## src/rtl/png_pkg.sv

```systemverilog
`default_nettype none
// ============================================================================
//  Package     : png_pkg
//  Description : Shared constants and FSM state encoding for the PNG IDAT
//                chunk packer. The IEND states/constants exist only when
//                IDAT_CHUNK_PACK_IEND_EN is defined.
//  Revision    : 1.0 - initial release
// ============================================================================
package png_pkg;

    localparam int unsigned ST_W = 4;
    typedef logic [ST_W-1:0] state_t;

    localparam state_t ST_IDLE  = 4'd0;
    localparam state_t ST_LEN   = 4'd1;
    localparam state_t ST_TYPE  = 4'd2;
    localparam state_t ST_DATA  = 4'd3;
    localparam state_t ST_CRC   = 4'd4;
    localparam state_t ST_END   = 4'd5;
`ifdef IDAT_CHUNK_PACK_IEND_EN
    localparam state_t ST_IEND0 = 4'd6;
    localparam state_t ST_IEND1 = 4'd7;
    localparam state_t ST_IEND2 = 4'd8;

    localparam logic [31:0] IEND_TYPE = 32'h49454E44;
    localparam logic [31:0] IEND_CRC  = 32'hAE426082;
`endif

    localparam logic [31:0] IDAT_TYPE = 32'h49444154;
    localparam logic [31:0] CRC_INIT  = 32'hFFFFFFFF;
    localparam logic [31:0] CRC_POLY  = 32'hEDB88320;

endpackage : png_pkg
`default_nettype wire

```

## src/rtl/idat_chunk_pack_if.sv

```systemverilog
`default_nettype none
// ============================================================================
//  Interface   : idat_chunk_pack_if
//  Description : Stream-in / PNG-word-out bundle of the IDAT chunk packer.
//                master = upstream/file-writer side, slave = packer.
//  Revision    : 1.0 - initial release
// ============================================================================
interface idat_chunk_pack_if;

    logic        val_i;
    logic [31:0] dat_i;
    logic        done_i;
    logic        val_o;
    logic [31:0] dat_o;
    logic        done_o;
    logic        err_o;

    modport master (
        output val_i, dat_i, done_i,
        input  val_o, dat_o, done_o, err_o
    );

    modport slave (
        input  val_i, dat_i, done_i,
        output val_o, dat_o, done_o, err_o
    );

endinterface : idat_chunk_pack_if
`default_nettype wire

```

## src/rtl/crc32_word.sv

```systemverilog
`default_nettype none
// ============================================================================
//  Module      : crc32_word
//  Description : Combinational reflected CRC-32 update over one 32-bit word,
//                most significant byte first (PNG byte order).
//  Revision    : 1.0 - initial release
// ============================================================================
module crc32_word
    import png_pkg::*;
(
    input  wire  [31:0] crc_i,
    input  wire  [31:0] word_i,
    output logic [31:0] crc_o
);

    logic [31:0] acc;

    // Four byte steps, eight LSB-first bit steps each
    always_comb begin
        acc = crc_i;
        for (int b = 3; b >= 0; b--) begin
            acc = acc ^ {24'd0, word_i[b*8 +: 8]};
            for (int k = 0; k < 8; k++) begin
                acc = acc[0] ? ((acc >> 1) ^ CRC_POLY) : (acc >> 1);
            end
        end
        crc_o = acc;
    end

endmodule : crc32_word
`default_nettype wire

```

## src/rtl/idat_chunk_pack.sv

```systemverilog
`default_nettype none
// ============================================================================
//  Module      : idat_chunk_pack
//  Description : Wraps a zlib word stream into PNG IDAT chunks
//                (length, "IDAT", payload, CRC-32) as big-endian words.
//                Payload is buffered in a word FIFO so the length can lead.
//                Optional macro IDAT_CHUNK_PACK_IEND_EN appends an IEND chunk
//                after the final IDAT chunk.
//  Revision    : 1.0 - initial release
// ============================================================================
module idat_chunk_pack
    import png_pkg::*;
#(
    parameter int unsigned FIFO_AW     = 5,
    parameter int unsigned CHUNK_WORDS = 16   // 1 .. 2**FIFO_AW
) (
    input wire               clk,
    input wire               rst,
    idat_chunk_pack_if.slave bus
);

    localparam int unsigned       DEPTH   = 1 << FIFO_AW;
    localparam int unsigned       CNT_W   = FIFO_AW + 1;
    localparam logic [CNT_W-1:0]  CHUNK_N = CNT_W'(CHUNK_WORDS);
    localparam logic [CNT_W-1:0]  FULL_N  = CNT_W'(DEPTH);
    localparam logic [CNT_W-1:0]  CNT_ONE = CNT_W'(1);
    localparam logic [FIFO_AW-1:0] PTR_ONE = FIFO_AW'(1);

    // FIFO storage and bookkeeping
    logic [31:0]        mem_q [DEPTH];
    logic [FIFO_AW-1:0] wr_ptr_q;
    logic [FIFO_AW-1:0] rd_ptr_q;
    logic [CNT_W-1:0]   count_q;
    logic               done_pend_q;
    logic               err_q;

    // Chunk FSM
    state_t             state_q,  state_d;
    logic [CNT_W-1:0]   n_q,      n_d;
    logic [CNT_W-1:0]   beat_q,   beat_d;
    logic               last_q,   last_d;
    logic [31:0]        crc_q,    crc_d;

    logic [31:0]        crc_nxt;
    logic [31:0]        rd_word;
    logic [31:0]        out_word;
    logic               out_val;
    logic               out_done;
    logic               full;
    logic               pop;
    logic               push_ok;
    logic               start;

    assign full    = (count_q == FULL_N);
    assign pop     = (state_q == ST_DATA);
    // A pop in the same cycle frees the slot the push lands in
    assign push_ok = bus.val_i && (!full || pop);
    assign rd_word = mem_q[rd_ptr_q];
    assign start   = (count_q >= CHUNK_N) || (done_pend_q && (count_q != '0));

    // FIFO storage write, input bytes reversed into PNG order
    always_ff @(posedge clk) begin
        if (push_ok) begin
            mem_q[wr_ptr_q] <= {bus.dat_i[7:0], bus.dat_i[15:8],
                                bus.dat_i[23:16], bus.dat_i[31:24]};
        end
    end

    // FIFO pointers, occupancy, end-of-stream and overflow flags
    always_ff @(posedge clk or posedge rst) begin
        if (rst) begin
            wr_ptr_q    <= '0;
            rd_ptr_q    <= '0;
            count_q     <= '0;
            done_pend_q <= 1'b0;
            err_q       <= 1'b0;
        end else begin
            if (push_ok) wr_ptr_q <= wr_ptr_q + PTR_ONE;
            if (pop)     rd_ptr_q <= rd_ptr_q + PTR_ONE;
            case ({push_ok, pop})
                2'b10:   count_q <= count_q + CNT_ONE;
                2'b01:   count_q <= count_q - CNT_ONE;
                default: count_q <= count_q;
            endcase
            if (bus.val_i && full && !pop) err_q <= 1'b1;
            if (bus.val_i && bus.done_i) begin
                done_pend_q <= 1'b1;
            end else if (state_q == ST_END) begin
                done_pend_q <= 1'b0;
            end
        end
    end

    // FSM state and per-chunk context registers
    always_ff @(posedge clk or posedge rst) begin
        if (rst) begin
            state_q <= ST_IDLE;
            n_q     <= '0;
            beat_q  <= '0;
            last_q  <= 1'b0;
            crc_q   <= CRC_INIT;
        end else begin
            state_q <= state_d;
            n_q     <= n_d;
            beat_q  <= beat_d;
            last_q  <= last_d;
            crc_q   <= crc_d;
        end
    end

    // Next-state: chunk sequencing, size latch and running CRC
    always_comb begin
        state_d = state_q;
        n_d     = n_q;
        beat_d  = beat_q;
        last_d  = last_q;
        crc_d   = crc_q;
        case (state_q)
            ST_IDLE: begin
                if (start) begin
                    state_d = ST_LEN;
                    n_d     = (count_q >= CHUNK_N) ? CHUNK_N : count_q;
                    last_d  = done_pend_q && (count_q <= CHUNK_N);
                end
            end
            ST_LEN: begin
                state_d = ST_TYPE;
                crc_d   = CRC_INIT;
                beat_d  = '0;
            end
            ST_TYPE: begin
                state_d = ST_DATA;
                crc_d   = crc_nxt;
            end
            ST_DATA: begin
                crc_d  = crc_nxt;
                beat_d = beat_q + CNT_ONE;
                if (beat_q == (n_q - CNT_ONE)) state_d = ST_CRC;
            end
            ST_CRC: begin
`ifdef IDAT_CHUNK_PACK_IEND_EN
                state_d = last_q ? ST_IEND0 : ST_IDLE;
`else
                state_d = last_q ? ST_END : ST_IDLE;
`endif
            end
`ifdef IDAT_CHUNK_PACK_IEND_EN
            ST_IEND0: state_d = ST_IEND1;
            ST_IEND1: state_d = ST_IEND2;
            ST_IEND2: state_d = ST_END;
`endif
            ST_END:   state_d = ST_IDLE;
            default:  state_d = ST_IDLE;
        endcase
    end

    // Outputs decoded from state; idle/reset drives all zeros
    always_comb begin
        out_val  = 1'b0;
        out_word = '0;
        out_done = 1'b0;
        case (state_q)
            ST_LEN: begin
                out_val  = 1'b1;
                out_word = 32'({n_q, 2'b00});
            end
            ST_TYPE: begin
                out_val  = 1'b1;
                out_word = IDAT_TYPE;
            end
            ST_DATA: begin
                out_val  = 1'b1;
                out_word = rd_word;
            end
            ST_CRC: begin
                out_val  = 1'b1;
                out_word = ~crc_q;
            end
`ifdef IDAT_CHUNK_PACK_IEND_EN
            ST_IEND0: begin
                out_val  = 1'b1;
                out_word = 32'h00000000;
            end
            ST_IEND1: begin
                out_val  = 1'b1;
                out_word = IEND_TYPE;
            end
            ST_IEND2: begin
                out_val  = 1'b1;
                out_word = IEND_CRC;
            end
`endif
            ST_END:   out_done = 1'b1;
            default: begin
                out_val  = 1'b0;
            end
        endcase
    end

    // CRC runs over exactly the word being emitted (TYPE and DATA states)
    crc32_word u_crc32_word (
        .crc_i  (crc_q),
        .word_i (out_word),
        .crc_o  (crc_nxt)
    );

    assign bus.val_o  = out_val;
    assign bus.dat_o  = out_word;
    assign bus.done_o = out_done;
    assign bus.err_o  = err_q;

endmodule : idat_chunk_pack
`default_nettype wire

```

## src/flat_wrapper.sv

```systemverilog
// flat-port wrapper written by rule: the top's interface ports become plain ports
module idat_chunk_pack_flat import png_pkg::*;
#(
    parameter int unsigned FIFO_AW     = 5,
    parameter int unsigned CHUNK_WORDS = 16                     
)
  (clk, rst, bus_val_i, bus_dat_i, bus_done_i, bus_val_o, bus_dat_o, bus_done_o, bus_err_o);
  idat_chunk_pack_if bus_i ();
  input wire clk;
  input wire rst;
  input wire logic [$bits(bus_i.val_i)-1:0] bus_val_i;
  input wire logic [$bits(bus_i.dat_i)-1:0] bus_dat_i;
  input wire logic [$bits(bus_i.done_i)-1:0] bus_done_i;
  output wire logic [$bits(bus_i.val_o)-1:0] bus_val_o;
  output wire logic [$bits(bus_i.dat_o)-1:0] bus_dat_o;
  output wire logic [$bits(bus_i.done_o)-1:0] bus_done_o;
  output wire logic [$bits(bus_i.err_o)-1:0] bus_err_o;
  assign bus_i.val_i = bus_val_i;
  assign bus_i.dat_i = bus_dat_i;
  assign bus_i.done_i = bus_done_i;
  assign bus_val_o = bus_i.val_o;
  assign bus_dat_o = bus_i.dat_o;
  assign bus_done_o = bus_i.done_o;
  assign bus_err_o = bus_i.err_o;
  idat_chunk_pack #(.FIFO_AW(FIFO_AW), .CHUNK_WORDS(CHUNK_WORDS)) u_core (.clk(clk), .rst(rst), .bus(bus_i));
endmodule
```

## config.mk

```make
export PLATFORM = sky130hd
export DESIGN_NAME = idat_chunk_pack_flat
export DESIGN_NICKNAME = d
export VERILOG_FILES = /design/src/rtl/png_pkg.sv /design/src/rtl/idat_chunk_pack_if.sv /design/src/rtl/crc32_word.sv /design/src/rtl/idat_chunk_pack.sv /design/src/flat_wrapper.sv
export SDC_FILE = /design/constraint.sdc
export NUM_CORES = 1
export LEC_CHECK = 0
export CAP_MARGIN = 20
export CORE_AREA = 5 5 376 230
export DETAILED_ROUTE_END_ITERATION = 8
export DIE_AREA = 0 0 381 235
export GPL_TIMING_DRIVEN = 0
export MAX_ROUTING_LAYER = met4
export PLACE_DENSITY = 0.76
export RECOVER_POWER = 25
export SKIP_LAST_GASP = 1
export SLEW_MARGIN = 20
export SYNTH_ARGS = -nofsm -noshare
export SYNTH_HDL_FRONTEND = slang
export SYNTH_HIERARCHICAL = 1
export SYNTH_SLANG_ARGS = --single-unit
```

## constraint.sdc

```tcl
create_clock -name clk -period 5.4 [get_ports clk]
set_input_delay 1.35 -clock clk [delete_from_list [all_inputs] [get_ports clk]]
set_output_delay 1.35 -clock clk [all_outputs]
set_load 0.02 [all_outputs]
```

==> results of run 1 <==
## flip-flops by register name, indices dropped and copies added (netlist names)
signal / cells
u_core/beat_q: 6
u_core/bus.err_o: 1
u_core/count_q: 6
u_core/rd_ptr_q: 5
u_core/wr_ptr_q: 5
u_core/done_pend_q: 1
u_core/state_q: 3
u_core/last_q: 1
u_core/crc_q: 32
u_core/mem_q: 1024
u_core/n_q: 6
## cells in the mapped netlist, types with 5 or more instances
cell type	number	area share [%]
inv_1	11	0.088
nand3_1	8	0.086
o21ai_0	36	0.39
xor3_1	8	0.41
o21a_1	5	0.080
o22a_1	22	0.41
ha_1	8	0.21
a21oi_1	46	0.49
mux2i_1	321	6.9
xor2_1	38	0.71
clkbuf_1	44	0.35
dfstp_2	32	1.8
buf_2	54	0.58
nand3b_1	6	0.096
o22ai_1	8	0.11
nor3_1	32	0.34
mux2_2	5	0.12
xnor3_2	8	0.41
nand2_1	57	0.46
a311oi_1	9	0.17
o32a_1	9	0.19
nor2b_1	30	0.40
buf_6	12	0.29
a211oi_1	23	0.37
and3_1	6	0.080
xnor2_1	112	2.1
mux4_2	108	5.2
a22oi_1	126	2.0
xnor2_2	9	0.31
nand2b_1	9	0.12
xnor3_1	69	3.3
nor4_1	6	0.080
o221a_2	7	0.17
edfxtp_1	1024	66
a311o_1	11	0.24
nor2_1	101	0.81
dfrtp_1	34	1.8
a22o_1	14	0.26
buf_4	31	0.50
## repair_timing
action	4_1_cts	5_1_grt
hold endpoints to repair	0	0
endpoints found under the setup margin	60	28
hold buffers	0	0
buffers inserted	74	74
cloned	0	1
gates resized for setup	277	161
pin swaps	51	44
## path summary, 6_finish.rpt
| kind | start | end | cells after the start |
|---|---|---|---|
| setup / recovery | u_core/rd_ptr_q[1] | u_core/crc_q[19] | 19 |
| min in group asynchronous | rst | u_core/count_q[1] | 2 |
| setup reg to reg | u_core/rd_ptr_q[1] | u_core/crc_q[19] | 19 |
| hold reg to reg | u_core/bus.err_o | u_core/bus.err_o | 1 |
| max in group asynchronous | rst | u_core/crc_q[25] | 3 |
| hold / removal | u_core/bus.err_o | u_core/bus.err_o | 1 |
## area by class of cell
cell class                      instances  area (µm²)  share of cell area, %
Sequential cell                      1090       32400                   57.7
Multi-Input combinational cell       1329       15000                   26.7
Timing Repair Buffer                  264        2960                   5.25
Clock buffer                          118        2540                   4.51
Buffer                                144        1430                   2.55
Tap cell                             1092        1370                   2.43
Clock inverter                         51         468                  0.832
Inverter                               11        42.5                 0.0756
## per-stage QoR
step / utilization [%] / setup slack (ns) / hold slack [ns] / TNS (ns)
after global routing: 68.0 / -0.156 / 0.498 / -1.26
after global placement: 59.0 / -1.55 / 0.454 / -563.93
after detailed placement: 60.6 / -1.63 / 0.472 / -39.38
final: 68.0 / -0.219 / 0.477 / -1.25
after CTS: 66.6 / -0.121 / 0.479 / -0.634
after floorplan: - / 0.0788 / 0.489 / 0
## logic make-up after synthesis
| family | share of synthesized area (%) |
|---|---|
| DFF | 69.5 |
| muxes | 12.2 |
| AOI/OAI and AO/OA | 5.63 |
| and+or+nand+nor | 2.81 |
| xor gates and xnor gates | 7.81 |
| buffers and inverters | 1.86 |
| adders and majority gates | 0.214 |
## metal layers
metal  wire [µm]  up-vias
li1            -    11000
met1       54500    14300
met2       58900     2385
met3       23900      288
met4        4190        0
met5           0        -
==> reports/metrics.yaml, run 1 <==
setup_viol: 16
synth-edff-count: 1024
syn_area_um2: 46700
wl_per_cell_um: 34.5
cp_slowest_stage_delay_ns: 0.44
synth_ff_type: "edfxtp_1"
ant_nets: 0
antenna_found_initial: 0
wirelength_mm: 141
hold_viol_final: 0
post-route-drc-count: 0
syn-num-nets: 2618
drt_iter0_drc: 4642
rrSetupSlack_ns: -0.22
mostFrequentLayoutCells: "edfxtp_1, mux2i_1, buf_4"
hp-class: "flip-flop to flip-flop"
place_inst: 3781
synth_warnings: 6
status: "finished with violations"
grt_max_degree: 53
n_antenna_cell: 0
track_usage_pct: 31.7
grtUsageMet2_pct: 42.0
maxSlewViolCount: 264
cp_slowest_cell: "buf_2"
slew_headroom_pct: -8.45
syn-instance-count: 2574
fin_skew_ns: 0.0191
period_minus_slack_ns: 5.62
nFillCells: 5053
rsz0062_at_grt: "true"
setup.worst_path.start_class: "flip-flop"
rows: 82
grt_overflow_total: 0
dieArea_um2: 89500
cp.arrival_ns: 6.24
grt_pass1_vias: 26200
clkTransAtPathRegs_ns: 0.07
cap_violations: 9
post-route-cell-area_um2: 56300
clock_path_buffers: 3
firstDrtPassIters: 8
cts_tree: "built"
vias: 28000
top_usage_layer: "met1"
worstSetupEndpointType: "flip-flop"
post-route-period-util_pct: 104
drive_above_1_share_pct: 28.2
synth-seq-cells: 1090
synthArstFlopShare_pct: 6.06
path_buf_inv: 6
final_common_cell: "edfxtp_1"
clock_latency_ns: 0.70
yosysSeqAreaShare_pct: 69.5
stdcell_count: 4099
yosysUniqueCellTypes: 75
port_buffers: 69
coreArea_um2: 82700
hpwl_mm: 95.6
vias_per_cell: 6.82
crit_type: "flip-flop to flip-flop"
io-pin-count: 71
fin_ws_ns: -0.219
timing.fmax_ghz: 0.178
gp_congestion: 1.01
crit_fanout: 10
numClockSinks: 1090
worst_pin_slew_ns: 1.63
cts_buffers: 93
use_met3_pct: 12.1
die_width_um: 381
crit_family: "XOR/XNOR gates"
violations: "capacitance limit, slew limit, setup timing"
die_h_um: 235
worstPathCellList: "buf_4 -> buf_2 -> mux2i_1 -> a22oi_1 -> a311o_1 -> o221a_4 -> xnor2_4 -> buf_6 -> xnor3_2 -> buf_4 -> xnor2_1 -> xnor2_1 -> xnor2_2 -> buf_4 -> buf_12 -> xnor3_1 -> xnor3_1 -> nor2_2 -> nor2_1"
cts_root_buffer: "clkbuf_16"
grt_use_met1_pct: 46.0
grt_first_pass_wirelength_mm: 195
syn_to_final_growth_pct: 20.5
placedInstanceArea_um2: 50100
crit_required_ns: 6.02
ctsHtreeMaxLevel: 3
crit_path_frequent_cell: "buf_4"
initial_utilization_pct: 56.5
fin_nets: 2977
postSynthAreaPerCell_um2: 18.1
Power of run 1 is left out: the tool's default activity adds up to more than one toggle a clock period on the data nets, which glitch-free logic cannot reach.
==> run 2, diff against run 1 <==
--- a/config.mk
+++ b/config.mk
@@ -13,6 +13,7 @@
 export MAX_ROUTING_LAYER = met4
 export PLACE_DENSITY = 0.76
 export RECOVER_POWER = 25
+export SKIP_CTS_REPAIR_TIMING = 1
 export SKIP_LAST_GASP = 1
 export SLEW_MARGIN = 20
 export SYNTH_ARGS = -nofsm -noshare
==> run 2 against run 1 <==
The flow still finishes with violations (capacitance limit, slew limit, setup timing). Final area down 0.25%. Register-to-register slack got worse by 0.05 ns. Critical path type unchanged. Sequential cell count did not move. Maximum frequency down 0.93%. Largest cell class unchanged. Non-clock buffer count decreased by 5. Clock skew up 0.0023 ns. Die area stayed put. Critical endpoint is now u_core/crc_q[11]. Via count shrank 0.98%. Cell count about the same. Global-route usage shrank 0.56 points. Setup slack got worse by 0.053 ns.
==> reports/metrics.yaml, run 2 (synthesis results as in run 1) <==
setup_viol: 20
crit_type: "flip-flop to flip-flop"
placedInstanceArea_um2: 50100
cp_slowest_cell: "xnor2_1"
final_common_cell: "edfxtp_1"
cts_buffers: 93
largest_reg_flops: 1024
wirelength_mm: 140
vias: 27700
maxSlewViolCount: 265
crit_path_frequent_cell: "xnor2_1"
clock_path_buffers: 3
io-pin-count: 71
status: "finished with violations"
drt_iter0_drc: 4432
mostFrequentLayoutCells: "edfxtp_1, mux2i_1, buf_4"
cp_slowest_stage_delay_ns: 0.70
worstRegToRegCells: 19
post-route-period-util_pct: 105
worstPathCellList: "buf_12 -> buf_12 -> buf_4 -> buf_4 -> mux4_2 -> nor2b_1 -> a211oi_1 -> nor3_2 -> o221a_2 -> buf_12 -> xnor2_2 -> xor3_2 -> xnor2_1 -> xnor2_1 -> xnor3_1 -> xnor2_1 -> xnor2_1 -> nor2_1 -> nor2_1"
dp_worst_setup_slack_ns: -1.63
hold_viol_final: 0
fin_ws_ns: -0.272
vias_per_cell: 6.76
clock_latency_ns: 0.70
die_h_um: 235
syn_to_final_growth_pct: 20.2
grt_first_pass_wirelength_mm: 192
rsz0062_at_grt: "true"
worst_pin_slew_ns: 1.65
reg_top3: "u_core/mem_q (1024), u_core/crc_q (32)"
coreArea_um2: 82700
ctsHtreeMaxLevel: 3
ant_nets: 0
fin_nets: 2972
gp_congestion: 1.01
grt_max_degree: 53
initial_utilization_pct: 56.5
hp-class: "flip-flop to flip-flop"
drive_above_1_share_pct: 28.0
timing.fmax_ghz: 0.176
cts_root_buffer: "clkbuf_16"
clkTransAtPathRegs_ns: 0.07
post-route-cell-area_um2: 56100
grt_overflow_total: 0
grt_pass1_vias: 25700
numClockSinks: 1090
port_buffers: 69
setup.worst_path.start_class: "flip-flop"
post-route-drc-count: 0
antenna_found_initial: 1
wl_per_cell_um: 34.3
rows: 82
fin_util_pct: 67.9
crit_required_ns: 6.03
cp.arrival_ns: 6.30
fin_skew_ns: 0.0213
hpwl_mm: 95.6
largest_register: "u_core/mem_q"
track_usage_pct: 31.1
worstSetupEndpointType: "flip-flop"
firstDrtPassIters: 6
violations: "capacitance limit, slew limit, setup timing"
die_width_um: 381
cap_violations: 9
hold_depth: 1
cts_tree: "built"
slew_headroom_pct: -10.0
crit_fanout: 8
period_minus_slack_ns: 5.67
dieArea_um2: 89500
## run 2: cell types whose count changed in the layout (fill, tap and decap cells not counted), moves of 4 or more
cell and delta:
buf_6 -5, clkbuf_4 +4, buf_4 -10, clkbuf_2 +4, xnor2_4 -4, xnor2_1 +4, buf_12 +6
## run 2: final timing paths
path                                     from                 end  slack [ns]
setup / recovery           u_core/rd_ptr_q[0]    u_core/crc_q[11]       -0.27
hold / removal               u_core/bus.err_o    u_core/bus.err_o        0.48
setup reg to reg           u_core/rd_ptr_q[0]    u_core/crc_q[11]       -0.27
hold reg to reg              u_core/bus.err_o    u_core/bus.err_o        0.48
max in group asynchronous                 rst    u_core/crc_q[25]        3.34
min in group asynchronous                 rst  u_core/wr_ptr_q[4]        1.26
## run 2: routing by layer
metal  GRT usage [%]  up-vias  wire (µm)
met3            11.3      267      23100
met5               -        -          0
met4            8.51        0       3920
met2            41.3     2305      58700
li1                -    11000          -
met1            45.7    14100      54700
## run 2: area by class of cell
cell class	count	area, µm²
antenna	1	2.50
buffer	144	1410
clock buffer	118	2540
clock inverter	51	468
fill	5073	26600
inverter	11	42.5
multi-input combinational	1329	14900
sequential	1090	32400
tap	1092	1370
timing repair buffer	259	2960
## run 2: through the flow
stage | hold WS (ns) | TNS [ns] | std cells
final | 0.476 | -2.29 | 4095
after global routing | 0.498 | -4.22 | 4094
after CTS | 0.479 | -47.75 | 3950
after detailed placement | 0.472 | -39.38 | 3781
after global placement | 0.454 | -563.93 | 3735
after floorplan | 0.489 | 0 | 2574
## run 2: worst max-delay path: cells and delay by family, from the launching register on
family	cells	cell delay (ns)
buffers and inverters	5	0.72
and+or+nand+nor	4	0.63
DFF	1	0.42
xor gates and xnor gates	7	2.66
AOI/OAI and AO/OA	2	0.65
muxes	1	0.51
Power of run 2 is left out for the same reason.
==> RTL change: new RTL, config.mk and constraints of run 2 <==
`FIFO_AW` is set to 5 in 2 places; all go to 4.
--- a/src/rtl/idat_chunk_pack.sv
+++ b/src/rtl/idat_chunk_pack.sv
@@ -12,5 +12,5 @@
     import png_pkg::*;
 #(
-    parameter int unsigned FIFO_AW     = 5,
+    parameter int unsigned FIFO_AW     = 4,
     parameter int unsigned CHUNK_WORDS = 16   // 1 .. 2**FIFO_AW
 ) (
--- a/src/flat_wrapper.sv
+++ b/src/flat_wrapper.sv
@@ -2,5 +2,5 @@
 module idat_chunk_pack_flat import png_pkg::*;
 #(
-    parameter int unsigned FIFO_AW     = 5,
+    parameter int unsigned FIFO_AW     = 4,
     parameter int unsigned CHUNK_WORDS = 16                     
 )
Behaviour: no difference found for any inputs over 4 cycles, from zero or initial values and one cycle with rst high; that may be too few to reach the edited logic, so the function may still have changed.
==> RTL change against run 2 <==
The flow still finishes with violations (max-capacitance violations, max-slew violations, negative setup slack); sequential cell count is 517 lower; die area stayed put; cell area is 42% lower; first-iteration DRC count is 57% lower; area after synthesis is 44% lower; setup slack better by 0.13 ns; via count is 47% lower; routed wire length is 50% lower; global-route usage is 16 points lower; critical endpoint is now u_core/crc_q[22]; highest routed layer unchanged.
Power is left out: the tool's default activity adds up to more than one toggle a clock period on the data nets, which glitch-free logic cannot reach.
==> RTL change: results <==
set metrics [dict create \
    final_nets 1685 \
    slew_violations 37 \
    track_usage 0.152 \
    fillCellCount 7261 \
    setup_viol 14 \
    port_buffers 70 \
    worst_slew_pin_slew_ns 2.21 \
    arrival_ns 6.08 \
    num-nonclk-inverters 12 \
    max_stage_delay_ns 0.61 \
    synth-seq-area-share 0.651 \
    synthTopCellsByCount "edfxtp_1 (512), mux4_2 (133), xnor2_1 (111)" \
    reg_top3 "u_core/mem_q x512, u_core/crc_q x32" \
    dp_hpwl_um 48000 \
    diodes 3 \
    ys_ff_latch 573 \
    grt_first_pass_wirelength_um 97400 \
    nMultiInputCombCells 688 \
    post_drt_wl_per_cell_um 25.5 \
    async_flop_share 0.106 \
    synth_edf_count 512 \
    synth.distinct_cells 56 \
    dpl_cell_area_mm2 0.0287 \
    finalWorstSetupSlack_ns -0.143 \
    clkbuf_count 57 \
    synthTopCellsByArea "edfxtp_1 (59%), mux4_2 (12%), xnor3_1 (6.0%)" \
    status "finished, violations left" \
    num_vias 14600 \
    area_delta_synth_final_pct 24.7 \
    gp_congestion 0.951 \
    clkCellAreaFrac 0.0476 \
    cts_buffers 47 \
    drive_gt1_frac 0.359 \
    grt_start_max_net_pins 37 \
    violations "max-capacitance violations, max-slew violations, negative setup slack" \
    dr.pass1.iters 5 \
    grt_pass1_vias 13700 \
    buffer_area_frac 0.0902 \
    timing.max_cap.violations 1 \
    signal_buffers 316 \
    final.setup_skew_ns 0.0327 \
    seq_area_frac 0.522 \
    path_max_fanout 10 \
]
RTL change: path summary, 6_finish.rpt:
path	cells past startpoint	from	to	slack, ns
worst max-delay path	16	u_core/rd_ptr_q[0]	u_core/crc_q[22]	-0.14
worst max register to register	16	u_core/rd_ptr_q[0]	u_core/crc_q[22]	-0.14
worst min-delay path	1	u_core/bus.err_o	u_core/bus.err_o	0.49
min in group asynchronous	2	rst	u_core/state_q[0]	1.43
max in group asynchronous	3	rst	u_core/rd_ptr_q[3]	1.24
worst min register to register	1	u_core/bus.err_o	u_core/bus.err_o	0.49
RTL change: stage by stage:
stage,TNS [ns],setup WS [ns],hold slack (ns),cells
finish,-0.838,-0.143,0.492,2768
global route,-2.34,-0.245,0.507,2768
CTS,-50.22,-1.78,0.483,2619
detailed placement,-45.50,-1.72,0.461,2535
global placement,-508.25,-2.46,0.466,2501
floorplan,0,0.0755,0.488,1339
RTL change: logic make-up after synthesis:
kind of cell | synth area share
compound gates | 0.0460
xor+xnor | 0.141
fa+ha+maj | 0.00558
buf+inv | 0.0154
flops | 0.651
mux | 0.123
simple gates | 0.0180
RTL change: worst register-to-register path, cell delays in order (launching register included):
cell	delay, ns
dfrtp_1	0.39
buf_6	0.17
buf_12	0.18
buf_16	0.17
mux4_2	0.53
a22o_1	0.28
o21ai_4	0.21
o31ai_4	0.16
xnor2_4	0.43
xnor3_2	0.61
xnor3_2	0.41
xor3_1	0.56
xnor3_2	0.34
buf_12	0.17
xnor2_4	0.21
xnor3_2	0.42
o22a_1	0.23
RTL change: metal layers:
layer  wire, µm  share of wire  vias up  GRT usage
met1      29700           0.42     7705      0.216
li1           -              -     5965          -
met2      31300           0.44      813      0.215
met4       1130          0.016        0     0.0248
met5          0              0        -          -
met3       8370           0.12      108     0.0525
